==> config.mk <==
export PLATFORM = sky130hd
export DESIGN_NAME = parking_exit_controller
export DESIGN_NICKNAME = d
export VERILOG_FILES = /design/src/rtl/parking_exit_controller_pkg.sv /design/src/rtl/parking_exit_controller_gate_timer.sv /design/src/rtl/parking_exit_controller.sv
export SDC_FILE = /design/constraint.sdc
export NUM_CORES = 1
export LEC_CHECK = 0
export BUFFER_PORTS_ARGS = -buffer_cell sky130_fd_sc_hd__buf_2
export CORE_ASPECT_RATIO = 1.25
export CORE_MARGIN = 2
export CORE_UTILIZATION = 52
export CTS_CLUSTER_DIAMETER = 40
export DETAILED_ROUTE_END_ITERATION = 7
export PLACE_DENSITY = 0.77
export SLEW_MARGIN = 15
export SYNTH_ARGS = -nofsm -noshare
export SYNTH_HDL_FRONTEND = slang
export SYNTH_SLANG_ARGS = --single-unit
==> constraint.sdc <==
create_clock -name clk -period 2.48 [get_ports clk]
set_input_delay 0.372 -clock clk [delete_from_list [all_inputs] [get_ports clk]]
set_output_delay 0.372 -clock clk [all_outputs]
set_load 0.05 [all_outputs]
==> src/rtl/parking_exit_controller_pkg.sv <==
// Shared parking-lot definitions: slot geometry, exit FSM state encoding and
// a slot-to-mask helper used by the exit path (and reusable by the entry path).
package parking_exit_controller_pkg;

  localparam int SLOT_COUNT = 8;
  localparam int SLOT_IDX_W = 3;

  typedef enum logic [1:0] {
    S_IDLE    = 2'd0,
    S_CHECK   = 2'd1,
    S_OPEN    = 2'd2,
    S_RELEASE = 2'd3
  } exit_state_t;

  function automatic logic [SLOT_COUNT-1:0] slot_mask(input logic [SLOT_IDX_W-1:0] idx);
    logic [SLOT_COUNT-1:0] m;
    m      = '0;
    m[idx] = 1'b1;
    return m;
  endfunction

endpackage

==> src/rtl/parking_exit_controller_gate_timer.sv <==
// Loadable down-counter for gate hold time; done flags the final open cycle
// so the owning FSM can leave on exactly the programmed count.
module gate_timer #(
  parameter int CNT_W = 8
) (
  input  logic             clk,
  input  logic             reset,
  input  logic             load,
  input  logic [CNT_W-1:0] load_val,
  input  logic             dec,
  output logic             done
);

  logic [CNT_W-1:0] count;

  always_ff @(posedge clk) begin
    if (reset) begin
      count <= '0;
    end else if (load) begin
      count <= load_val;
    end else if (dec && (count != '0)) begin
      count <= count - CNT_W'(1);
    end
  end

  assign done = (count == CNT_W'(1));

endmodule

==> src/rtl/parking_exit_controller.sv <==
// Exit-side controller: validates the requested slot, holds the exit gate open
// for GATE_CYCLES, then publishes the cleared occupancy and counts departures.
module parking_exit_controller
  import parking_exit_controller_pkg::*;
#(
  parameter int GATE_CYCLES = 4
) (
  input  logic                  clk,
  input  logic                  reset,
  input  logic                  exit_req,
  input  logic [SLOT_IDX_W-1:0] exit_slot,
  input  logic [SLOT_COUNT-1:0] parking_capacity,
  output logic                  busy,
  output logic                  gate_open,
  output logic                  exit_error,
  output logic                  release_valid,
  output logic [SLOT_COUNT-1:0] release_mask,
  output logic [SLOT_COUNT-1:0] new_capacity,
  output logic [7:0]            exit_count
);

  localparam logic [7:0] GATE_LOAD = 8'(GATE_CYCLES);

  exit_state_t           state;
  exit_state_t           next_state;
  logic [SLOT_IDX_W-1:0] slot_q;
  logic                  slot_hit;
  logic                  timer_load;
  logic                  timer_dec;
  logic                  timer_done;
  logic [SLOT_COUNT-1:0] slot_bit;

  assign slot_hit = parking_capacity[slot_q];
  assign slot_bit = slot_mask(slot_q);

  gate_timer #(
    .CNT_W (8)
  ) u_gate_timer (
    .clk      (clk),
    .reset    (reset),
    .load     (timer_load),
    .load_val (GATE_LOAD),
    .dec      (timer_dec),
    .done     (timer_done)
  );

  always_comb begin
    next_state = state;
    timer_load = 1'b0;
    timer_dec  = 1'b0;
    case (state)
      S_IDLE: begin
        if (exit_req) next_state = S_CHECK;
      end
      S_CHECK: begin
        if (slot_hit) begin
          next_state = S_OPEN;
          timer_load = 1'b1;
        end else begin
          next_state = S_IDLE;
        end
      end
      S_OPEN: begin
        timer_dec = 1'b1;
        if (timer_done) next_state = S_RELEASE;
      end
      S_RELEASE: begin
        next_state = S_IDLE;
      end
      default: next_state = S_IDLE;
    endcase
  end

  // Outputs are registered from next_state so each one lines up with the state it describes.
  always_ff @(posedge clk) begin
    if (reset) begin
      state         <= S_IDLE;
      slot_q        <= '0;
      busy          <= 1'b0;
      gate_open     <= 1'b0;
      exit_error    <= 1'b0;
      release_valid <= 1'b0;
      release_mask  <= '0;
      new_capacity  <= '0;
      exit_count    <= '0;
    end else begin
      state         <= next_state;
      if ((state == S_IDLE) && exit_req) slot_q <= exit_slot;
      busy          <= (next_state != S_IDLE);
      gate_open     <= (next_state == S_OPEN);
      exit_error    <= (state == S_CHECK) && !slot_hit;
      release_valid <= (next_state == S_RELEASE);
      if (next_state == S_RELEASE) begin
        // Occupancy is sampled live here so entry-side changes made while open survive.
        release_mask <= slot_bit;
        new_capacity <= parking_capacity & ~slot_bit;
        if (exit_count != 8'hFF) exit_count <= exit_count + 8'd1;
      end else begin
        release_mask <= '0;
      end
    end
  end

endmodule

# == Word level (Yosys, flattened, before mapping) ==
# Cells that the tools add are included.
# totals
wordCells,50
output_inout_bits,28
romBits,0
input_bits,14
mem_bits_rw,0
ff_bits,41
mem_count,0
latchBits,0
# op_classes
n_reduce_logical,12
div,0
muxes,13
bitwise,3
order_cmp,2
n_eq_ne,7
multipliers,0
shift,0
addsub,2
# ops
cell,n
$add 8x1->8 const B,1
$and 8x8->8,1
$eq 2x2->1 const B,4
$eq 8x1->1 const B,1
$ne 8x8->1 const B,1
$not 8->8,1
$pmux 2 s4,1
$reduce_bool 8->1,1
$sub 8x1->8 const B,1
$mux 2,3
$mux 3,2
$mux 1,5
$logic_and 1x1->1,4
$lt 3x4->1 const B,1
$reduce_bool 2->1,2
$reduce_or 2->1,2
$bmux 1 s3,1
$demux 1 s3,1
$ge 3x1->1 const B,1
$eq 2x1->1 const B,1
$logic_not 2->1,1
$reduce_and 2->1,1
$logic_not 1->1,1
$not 1->1,1

# == Depth between registers and ports, before layout ==
# Gate-level depths: netlist (run 1).
# depth
depth_word,7
depth_mapped,7
mapped_depth_nobuf,6

# == Modules after synthesis ==
# From an unflattened synthesis (run 1), not the netlist that was laid out.
# hier_totals
hier_cells,211
area_unflattened_um2,1928.1
# by_module_without_submodules
module,n_inst,area_per_inst_um2,cells_per_inst,seq_area_each_um2
parking_exit_controller,1,1403.8,152,660.6
gate_timer,1,524.3,59,160.2

# == Worst setup path before layout (run 1) ==
# OpenSTA, ideal clock, no wires.
# synth_timing
path_type,reg2reg
start,register u_gate_timer.count[0]
end,register exit_count[3]
path_stages_with_launch,6
synth_period_minus_slack_ns,2.026
arrival_time_ns,1.905
setup_slack_ns,0.454
setup_time_ns,0.121
n_path_buf,0
required_ns,2.359
path_cell_list,dfxtp_1 -> ha_1 -> or4bb_1 -> a2111oi_4 -> nand4_1 -> mux2_2
# synth_between
elab_chain_len,5
# synth_lines
element,line_no,rtl
from (decl),parking_exit_controller_gate_timer.sv:14,logic [CNT_W-1:0] count;
from (signal assigned),parking_exit_controller_gate_timer.sv:20,count <= load_val;
from (signal assigned),parking_exit_controller_gate_timer.sv:22,count <= count - CNT_W'(1);
$eq 8x1->1,parking_exit_controller_gate_timer.sv:26,assign done = (count == CNT_W'(1));
$mux 2,parking_exit_controller.sv:65,if (timer_done) next_state = S_RELEASE;
$pmux 2 s4,parking_exit_controller.sv:51,case (state)
$eq 2x2->1,parking_exit_controller.sv:93,if (next_state == S_RELEASE) begin
$reduce_and 2->1 (no line),-,
to (signal assigned),parking_exit_controller.sv:97,if (exit_count != 8'hFF) exit_count <= exit_count + 8'd1;
to (decl),parking_exit_controller.sv:19,output logic [7:0] exit_count
# No other way between the ends.
# A chain may end at the register's enable or synchronous reset.

# == Final worst setup path (run 1) ==
# Ends and elaborated chain as after synthesis.

==> results.md, run 1 <==
* Outcome: finished, final reports clean
* Num ports at 42
* Die Y-Extent at 69.3 um
* DR WL/cell at 13.2 um
* Post-synth EDFFs at 0
* Post-Syn Area at 1780 um2
* Rows at 23
* Max Clk Rate at 461 MHz
* PD cells at 576 nW/um2
* HP Start: exit_slot[0]
* # Max-Cap Violations at 0
* Routed Antenna Nets at 0
* Global-route wire length before repair at 6020 um
* Final Cell Area at 2100 um2
* Final-report max-slew violation count at 0
* CP Data Required Time at 2670 ps
* GRT Resource Usage Total at 0.195
* Clock sinks at 41
* CP Max Fanout at 6
* IO buf count at 41
* Nets at 251
* Post_cts resized at 0
* Area Growth Syn to Fin at 18.3%
* Largest net degree at the start of global routing at 39
* Top_reg_cell synth: dfxtp_1
* #FFs+latches synth at 41
* CTS clk-pin slew, worst paths at 80 ps
* Placed cell areas at 2010 um2
* Crit path launch type: flop
* Critical Path AT at 2350 ps
* Vias per inst at 5.61
* Ys Warns at 0
* Max transition margin at 0.525
* Final period utilization at 0.874
* Worst-Margin Slew at 710 ps
* Total leakage power at 0.834 nW
* Antenna violations before repair at 0
* R2R Setup Slk at 310 ps
* Dpl cells at 264
* WHS Endpoint: slot_q[0]
* Synth unique cells at 42
* R2r startpoint: u_gate_timer.count[0]
* Ys async rst share at 0
* Antenna cell count at 0
* Post-synth net total at 209
* Core area at 3220 um2
* Min-Delay Path Depth at 3
* Starting density of the core at 0.551
* Initial DRC Count at 52
* Dpl hpwl at 2570 um
* Die X at 56.3 um
* Total gr overflow at 0
* Skew-Pair Late Insertion Delay at 300 ps
* CTS Hold Bufs at 0
* CP endpoint kind: flop
* Worst Skew at 6.87 ps
* Final TNS setup at 0 ps
* Vias in the first global route at 1,342
* DRC at 0
* Non-Filler Instances at 272
* Avg Cell Area, Syn at 9.25 um2
* Reg2Reg Depth at 5
* Final critical-path required period at 2170 ps
* Via count at 1,525
* Share of layout cells above drive strength 1 at 0.264
* Worst R2R End: exit_count[3]
* CTS Root Cell: clkbuf_8
* Hold Vio Cnt, Final at 0
* # setup viols final at 0
* Synth Instances at 192
* Fill count at 306
* TritonCTS Buffers at 5
* Total iterations of the first detailed-routing run at 4
* RSZ-0062 raised after global routing: false
* Clock tree buffer depth at 2
* Die area at 3900 um2
* CTS tree: built
* H-Tree Depth at 2
* Drt total wl at 3590 um
* Worst setup path category: flop to flop
* Number of setup buffers added after CTS at 0
* Peak supply drop at 0.451 mV
* Sequential area share after synthesis at 0.462
* Routability cong. at 0.813
* Worst hold path class: input pin to flop
through the flow:
step / total power, mW / setup WS (ps) / hold WS (ps) / util
floorplan: 0.772 / 454 / 515 / -
finish: 1.21 / 313 / 317 / 0.652
CTS: 1.22 / 312 / 319 / 0.652
global placement: 0.801 / 381 / 438 / 0.625
detailed placement: 0.801 / 318 / 442 / 0.625
global route: 1.27 / 163 / 320 / 0.652
logic make-up after synthesis:
group / synth area share
and+or+nand+nor: 0.235
adders and majority gates: 0.0211
DFF: 0.462
muxes: 0.0578
xor gates and xnor gates: 0.0148
AOI/OAI and AO/OA: 0.180
buffers and inverters: 0.0282
critical path, stage by stage (launching register included):
cell and delay (ps):
dfxtp_1 430, ha_1 200, or4bb_1 560, a2111oi_4 400
nand4_1 170, mux2_2 290
cell usage in the layout, fill, tap and decap left out, types with 2 or more instances in the layout:
master	synthesis	final
a211oi_1	6	6
a21bo_2	2	2
a21oi_1	13	13
a31o_2	2	2
a31oi_1	3	3
and3_1	2	2
buf_2	1	41
buf_4	0	3
clkbuf_8	0	5
clkinv_2	0	2
dfxtp_1	41	41
ha_1	3	3
inv_1	4	4
mux2_2	2	2
mux2i_1	8	8
nand2_1	12	12
nand2b_1	4	4
nand3_1	2	2
nand3b_1	3	3
nand4_1	3	3
nor2_1	25	25
nor2b_1	4	4
nor3_1	11	11
nor3b_1	2	2
nor4_1	4	4
o211ai_1	6	6
o311ai_0	2	2
or3_1	2	2
xnor2_1	3	3
area by class of cell:
class                   count  area (um2)  share of cell area
multi-input cells         138         905               0.431
flip-flops and latches     41         821               0.391
repair buffers             44         228               0.108
clock buffers               5        68.8              0.0328
well taps                  37        46.3              0.0220
clock inverters             3        17.5             0.00834
inverters                   4        15.0             0.00715
Yosys cell counts (2+ instances only):
| cell | count | area [um2] |
|---|---|---|
| mux2_2 | 2 | 22.5 |
| ha_1 | 3 | 37.5 |
| nand3b_1 | 3 | 22.5 |
| clkbuf_1 | 6 | 22.5 |
| nand3_1 | 2 | 10.0 |
| a21bo_2 | 2 | 20.0 |
| a31o_2 | 2 | 17.5 |
| mux2i_1 | 8 | 80.1 |
| nor2b_1 | 4 | 25.0 |
| buf_1 | 2 | 7.51 |
| nor4_1 | 4 | 25.0 |
| inv_1 | 4 | 15.0 |
| a211oi_1 | 6 | 45.0 |
| nor3b_1 | 2 | 15.0 |
| nand2b_1 | 4 | 25.0 |
| nand4_1 | 3 | 18.8 |
| nor2_1 | 25 | 93.8 |
| o311ai_0 | 2 | 17.5 |
| nor3_1 | 11 | 55.1 |
| o211ai_1 | 6 | 45.0 |
| or3_1 | 2 | 12.5 |
| dfxtp_1 | 41 | 821 |
| a21oi_1 | 13 | 65.1 |
| xnor2_1 | 3 | 26.3 |
| and3_1 | 2 | 12.5 |
| nand2_1 | 12 | 45.0 |
| a31oi_1 | 3 | 18.8 |
power by group:
part / internal [mW] / leakage, nW / switching, mW
sequential: 0.669 / 0.331 / 0.0169
combinational: 0.0392 / 0.459 / 0.0612
clock: 0.194 / 0.0439 / 0.229
total: 0.902 / 0.834 / 0.307
worst max-delay path by stage:
stage                     slack (ps)                   from  cells after the start       endpoint
after floorplan                  450  u_gate_timer.count[0]                      5  exit_count[3]
after global placement           380  u_gate_timer.count[0]                      5  exit_count[3]
after detailed placement         320  u_gate_timer.count[0]                      5  exit_count[3]
after CTS                        310  u_gate_timer.count[0]                      5  exit_count[3]
after global routing             160  u_gate_timer.count[0]                      5  exit_count[3]
final                            310  u_gate_timer.count[0]                      5  exit_count[3]
flip-flops by register name (all words and copies together) (netlist names):
signal              flops
state                   2
exit_error              1
exit_count              8
u_gate_timer.count      8
slot_q                  3
busy                    1
release_mask            8
gate_open               1
new_capacity            8
release_valid           1
layer usage:
layer / track usage / wire (um) / up-vias
met5: 0 / 0 / -
met4: 0.0899 / 63 / 0
met3: 0.0578 / 167 / 8
met2: 0.315 / 1760 / 33
met1: 0.237 / 1600 / 699
li1: - / - / 785
Power figures use the tool's default switching activity.
==> run 2, diff against run 1 <==
ABC_CLOCK_PERIOD_IN_PS = 2480   (was default)
CORE_UTILIZATION = 53   (was 52)
HOLD_SLACK_MARGIN = 0.02   (was default)
SYNTH_HIERARCHICAL = 1   (was default)
==> run 2 against run 1 <==
  * Non-clock buffer count is 3 higher
  * Critical endpoint is now exit_count[7]
  * Synthesized cell count is 9.9% higher
  * Highest routed layer unchanged
  * Critical path depth stayed put
  * Global-route usage is 0.32 points higher
  * Cell area up 9.6%
  * Via count grew 11%
  * Register-to-register slack got worse by 200 ps
  * Count of clock-buffer cells in the layout unchanged
  * Routed wire length up 9.0%
  * Sequential share of layout area shrank 3.4 points
  * Sequential power up 3.8%
==> results.md, run 2 <==
* Final period utilization at 0.956 (+0.0818)
* Multiplexer share of the synthesized area at 0.0532 (-0.00457)
* Synth Instances at 211 (+9.9%)
* Ys Warns at 6 (+6)
* CP Data Required Time at 2690 ps (+20 ps)
* CTS clk-pin slew, worst paths at 90 ps (about the same)
* Pwr Total at 1.34 mW (+11%)
* Die area at 4140 um2 (+6.1%)
* IO buf count at 41 (unchanged)
* Critical Path AT at 2580 ps (+230 ps)
* H-Tree Depth at 2 (unchanged)
* Core area at 3480 um2 (+8.1%)
* Highest cell delay on the worst timing path at 580 ps (+20 ps)
* Gr busiest metal: met2
* Synth top cells by count: dfxtp_1 (41), nor2_1 (19), nand2_1 (17)
* Max transition margin at 0.548 (+0.0232)
* Critical-path cell list: or4_4, nor4b_4, nand3b_4, or4_1, a221oi_2
* Post_cts resized at 0 (unchanged)
* Total iterations of the first detailed-routing run at 4 (unchanged)
* Clock tree buffer depth at 2 (unchanged)
* Routed Antenna Nets at 0 (unchanged)
* # Max-Cap Violations at 0 (unchanged)
* Simple-gate portion of the synthesized area at 0.212 (-0.0238)
* PD cells at 583 nW/um2 (+1.3%)
* Sequential area share after synthesis at 0.426 (-0.0366)
* Worst setup path category: flop to flop
* Area taken by multi-input logic gates at 1060 um2 (+17%)
* GRT Resource Usage Total at 0.199 (+0.00319)
* Vias per inst at 5.62 (+0.30%)
* Rows at 24 (+4.3%)
* Post-Syn Area at 1930 um2 (+8.6%)
* CP max stage cell: or4_4
* Top_reg_cell synth: dfxtp_1
* CP Max Fanout at 5 (-1)
* Initial DRC Count at 57 (+9.6%)
* Final core occ at 0.661 (+0.00913)
* Global-route wire length before repair at 6500 um (+8.0%)
* Total gr overflow at 0 (unchanged)
* CP endpoint kind: flop
* Clock sinks at 41 (unchanged)
* Starting density of the core at 0.554 (+0.00267)
* Adder-Cell Fraction of Synth Area at 0.0260 (+0.00482)
* Cell taking the most area after synthesis: dfxtp_1
* Post-synth EDFFs at 0 (unchanged)
* Antenna cell count at 0 (unchanged)
* Crit path launch type: flop
* Total leakage power at 0.941 nW (+13%)
* Antenna violations before repair at 0 (unchanged)
* CTS Hold Bufs at 0 (unchanged)
* Die Y-Extent at 71.4 um (+3.0%)
* Via count at 1,687 (+11%)
* Vias in the first global route at 1,518 (+13%)
* Number of setup buffers added after CTS at 0 (unchanged)
* Met1 usage at 0.231 (-0.00604)
* Drt total wl at 3920 um (+9.0%)
* DR WL/cell at 13.1 um (-1.2%)
* #FFs+latches synth at 41 (unchanged)
* Met3 global-route usage at 0.0415 (-0.0163)
* Worst-Margin Slew at 678 ps (-31.5 ps)
* Worst Skew at 10.3 ps (+3.46 ps)
* Most common cell in the netlist: dfxtp_1
* RSZ-0062 raised after global routing: false
* Synth unique cells at 50 (+19%)
* Die X at 57.9 um (+3.0%)
* M2 GR Usage at 0.346 (+0.0309)
* Share of layout cells above drive strength 1 at 0.253 (-0.0110)
* DRC at 0 (unchanged)
* Num ports at 42 (unchanged)
* Final TNS setup at 0 ps (unchanged)
* Hold Vio Cnt, Final at 0 (unchanged)
* Dpl hpwl at 2810 um (+9.4%)
* Worst hold path class: input pin to flop
* Final critical-path required period at 2370 ps (+203 ps)
* Max Clk Rate at 422 MHz (-8.6%)
* # setup viols final at 0 (unchanged)
* Area Growth Syn to Fin at 19.4%
* CTS Root Cell: clkbuf_8
* Most frequent cells in the layout: dfxtp_1 (41), buf_2 (41), nor2_1 (19), nand2_1 (17), a21oi_1 (16)
* Reg area at 821 um2 (unchanged)
* Routability cong. at 0.819 (+0.81%)
* Largest net degree at the start of global routing at 39 (unchanged)
* Synth Area in XOR/XNOR at 0.0182 (+0.00337)
* TritonCTS Buffers at 5 (unchanged)
* Final-report max-slew violation count at 0 (unchanged)
* Peak supply drop at 0.572 mV (+27%)
* Synth area leaders: dfxtp_1 (43%), a21oi_1 (4.2%), mux2i_1 (4.2%)
* Nets at 278 (+11%)
* Outcome: finished, final reports clean
* Compound-cell area share of the yosys netlist at 0.215 (+0.0350)
* Largest family of logic cells by synthesized area: compound AO/OA/AOI/OAI gates
* CTS tree: built
* Ys async rst share at 0 (unchanged)
* Synth top area share at 0.426 (-0.0366)
* Fill count at 300 (-2.0%)
* Avg Cell Area, Syn at 9.14 um2 (-1.2%)
* Skew-Pair Late Insertion Delay at 300 ps (about the same)
==> run 2: cell count changes in the layout (fill, tap and decap cells not counted), moves of 3 or more <==
cell	before	now
inv_1	4	9
nor3_1	11	8
nor2_1	25	19
nand4_1	3	0
conb_1	0	8
a21oi_1	13	16
buf_4	3	6
nand2_1	12	17
a21o_1	0	3
nand3b_1	3	0
a41oi_1	1	5
==> run 2: cell families after synthesis <==
logic type	count (synthesis)
AND/OR/NAND/NOR	75
AO/OA/AOI/OAI	55
flip-flops	41
buffers and inverters	20
multiplexers	10
adder cells (fa/ha/maj)	4
XOR/XNOR	4
other	2
==> run 2: worst max-delay path: cells and delay by family (launching register included) <==
family	cells	cell delay, ps
AOI/OAI and AO/OA	1	270
DFF	1	360
and+or+nand+nor	4	1650
==> run 2: cell type report <==
type / instances / share of cell area
multi-input combinational: 156 / 0.461
sequential: 41 / 0.357
timing repair buffer: 47 / 0.109
clock buffer: 5 / 0.0299
tap: 39 / 0.0212
inverter: 9 / 0.0147
clock inverter: 3 / 0.00761
==> run 2: routing by layer <==
layer  vias to the layer above  wire length [um]
met5                         -                 0
met4                         0                75
met3                         8               211
met2                        48              1880
met1                       766              1750
li1                        865                 -
==> run 2: stage by stage <==
stage          hold slack (ps)  worst slack [ps]  std cells  cell area (um2)
2_1_floorplan              496               103        217             1960
3_5_place_dp               441              81.2        292             2200
6_report                   320               110        300             2300
3_3_place_gp               436               140        292             2200
4_1_cts                    324              63.3        300             2290
5_1_grt                    349              6.66        300             2300
==> run 2: where the power goes <==
group          total (mW)  switching, mW  leakage [nW]  internal (mW)
registers           0.712         0.0323         0.332          0.680
logic               0.202          0.114         0.565         0.0878
clock network       0.428          0.234        0.0439          0.194
==> run 2: final timing paths <==
| check | from | to | slack (ps) | depth (start not counted) |
|---|---|---|---|---|
| worst max-delay path | u_gate_timer/count[3] | exit_count[7] | 110 | 5 |
| worst min-delay path | exit_slot[0] | slot_q[0] | 320 | 3 |
| worst max register to register | u_gate_timer/count[3] | exit_count[7] | 110 | 5 |
| worst min register to register | new_capacity[6] | new_capacity[6] | 450 | 2 |
==> run 3, diff against run 2 <==
CORE_UTILIZATION = 38   (was 53)
PLACE_DENSITY = 0.58   (was 0.77)
==> run 3 against run 2 <==
  * First-iteration DRC count rose by 110%
  * Register-to-register slack barely moved
  * Cell area rose by 1.0%
  * Critical endpoint unchanged
==> results.md, run 3 (synthesized netlist as in run 2, its figures left out) <==
* Outcome: finished, final reports clean
* Worst setup path category: flop to flop
* Global-route wire length before repair at 6910 um (+6.3%)
* IO buf count at 41 (unchanged)
* Min-Delay Path Depth at 3 (unchanged)
* Critical-path cell list: or4_4, nor4b_2, buf_4, nand3b_4, or4_1, a221oi_1
* Placed cell areas at 2220 um2 (+0.97%)
* Critical Path AT at 2560 ps (-20 ps)
* CP Max Fanout at 5 (unchanged)
* PD cells at 613 nW/um2 (+5.2%)
* Number of setup buffers added after CTS at 0 (unchanged)
* Final TNS setup at 0 ps (unchanged)
* Vias per inst at 5.17 (-8.1%)
* CTS Root Cell: clkbuf_8
* Total gr overflow at 0 (unchanged)
* Die Y-Extent at 83.6 um (+17%)
* Final period utilization at 0.953 (-0.00249)
* # Max-Cap Violations at 0 (unchanged)
* CP Data Required Time at 2680 ps (about the same)
* Drt total wl at 4180 um (+6.7%)
* Post_cts resized at 0 (unchanged)
* Via count at 1,659 (-1.7%)
* Final-report max-slew violation count at 0 (unchanged)
* Fill count at 501 (+67%)
* CP max stage cell: or4_4
* Critical path's top delay family: simple AND/OR/NAND/NOR gates
* Nets at 277 (-0.36%)
* Worst-Margin Slew at 684 ps (+5.41 ps)
* Final Cell Area at 2330 um2 (+1.0%)
* Rows at 29 (+21%)
* DRC at 0 (unchanged)
* Num ports at 42 (unchanged)
* Initial DRC Count at 118 (+110%)
* Final critical-path required period at 2360 ps (-6.16 ps)
* Antenna cell count at 0 (unchanged)
* WHS Endpoint: slot_q[0]
* Clock sinks at 41 (unchanged)
* Largest net degree at the start of global routing at 39 (unchanged)
* Reg2Reg Depth at 6 (+1)
* Total leakage power at 0.946 nW (+0.55%)
* R2R Setup Slk at 120 ps (about the same)
* GRT Resource Usage Total at 0.157 (-0.0416)
* CP endpoint kind: flop
* Antenna violations before repair at 0 (unchanged)
* Most frequent cells in the layout: dfxtp_1 (41), buf_2 (41), nor2_1 (19), nand2_1 (17), a21oi_1 (16)
* Core area at 4970 um2 (+43%)
* Worst hold path class: input pin to flop
* Crit path launch type: flop
* Area Growth Syn to Fin at 20.6%
* CTS clk-pin slew, worst paths at 80 ps (about the same)
* TritonCTS Buffers at 5 (unchanged)
* Max transition margin at 0.544 (-0.00361)
* HP Start: exit_slot[0]
* Share of layout cells above drive strength 1 at 0.243 (-0.00963)
* Highest cell delay on the worst timing path at 590 ps (about the same)
* Hold Vio Cnt, Final at 0 (unchanged)
* RSZ-0062 raised after global routing: false
* R2r startpoint: u_gate_timer/count[3]
* Final core occ at 0.468 (-0.193)
* Total iterations of the first detailed-routing run at 4 (unchanged)
* Die area at 5660 um2 (+37%)
* DR WL/cell at 13.0 um (-0.29%)
* CP bufs+invs at 1 (+1)
* Max Clk Rate at 423 MHz (+0.26%)
* Starting density of the core at 0.388 (-0.166)
* # setup viols final at 0 (unchanged)
* H-Tree Depth at 2 (unchanged)
* Worst R2R End: exit_count[7]
* Clock tree buffer depth at 2 (unchanged)
* Die X at 67.7 um (+17%)
* Skew-Pair Late Insertion Delay at 300 ps (about the same)
* CTS Hold Bufs at 0 (unchanged)
* Dpl hpwl at 3070 um (+9.2%)
* Peak supply drop at 0.265 mV (-54%)
* Routed Antenna Nets at 0 (unchanged)
* Worst Skew at 7.63 ps (-2.70 ps)
* CTS tree: built
* Vias in the first global route at 1,548 (+2.0%)
* Fin Hold WS at 331 ps (+11.3 ps)
* Routability cong. at 0.776 (-5.3%)
[run 3: final cells by class]
cell class / instances / area (um2) / share of cell area
Clock inverter: 2 / 35.0 / 0.0151
Timing Repair Buffer: 46 / 243 / 0.104
Multi-Input combinational cell: 156 / 1050 / 0.450
Inverter: 9 / 33.8 / 0.0145
Sequential cell: 41 / 821 / 0.353
Tap cell: 62 / 77.6 / 0.0334
Clock buffer: 5 / 68.8 / 0.0296
[run 3: worst max-delay path by stage]
stage                     slack, ps       endpoint  depth (start not counted)                  start
after floorplan                 100  exit_count[7]                          5  u_gate_timer/count[3]
after global placement          120  exit_count[5]                          6  u_gate_timer/count[3]
after detailed placement        120  exit_count[7]                          6  u_gate_timer/count[3]
after CTS                       110  exit_count[7]                          6  u_gate_timer/count[3]
after global routing             20  exit_count[7]                          6  u_gate_timer/count[3]
final                           120  exit_count[7]                          6  u_gate_timer/count[3]
[run 3: power by group]
| group | internal, mW | total (mW) | switching (mW) |
|---|---|---|---|
| logic | 0.0816 | 0.193 | 0.112 |
| registers | 0.680 | 0.711 | 0.0311 |
| clock network | 0.293 | 0.522 | 0.229 |
| total | 1.05 | 1.43 | 0.372 |
[run 3: layer usage]
layer | up-vias | track usage | share of wire
met3 | 8 | 0.0432 | 0.058
met5 | - | 0 | 0
li1 | 857 | - | -
met4 | 0 | 0.0686 | 0.023
met1 | 750 | 0.193 | 0.44
met2 | 44 | 0.250 | 0.48
[run 3: stage by stage]
stage	worst slack, ps	instances	power, mW
2_1_floorplan	103	217	0.870
3_3_place_gp	123	314	0.919
3_5_place_dp	119	314	0.921
4_1_cts	107	321	1.45
5_1_grt	15.4	321	1.49
6_report	116	321	1.43
[run 3: worst min-delay path: cells and delay by family]
kind | cells | cell delay, ps
buffers and inverters | 1 | 80
multiplexers | 1 | 60
AND/OR/NAND/NOR | 1 | 80
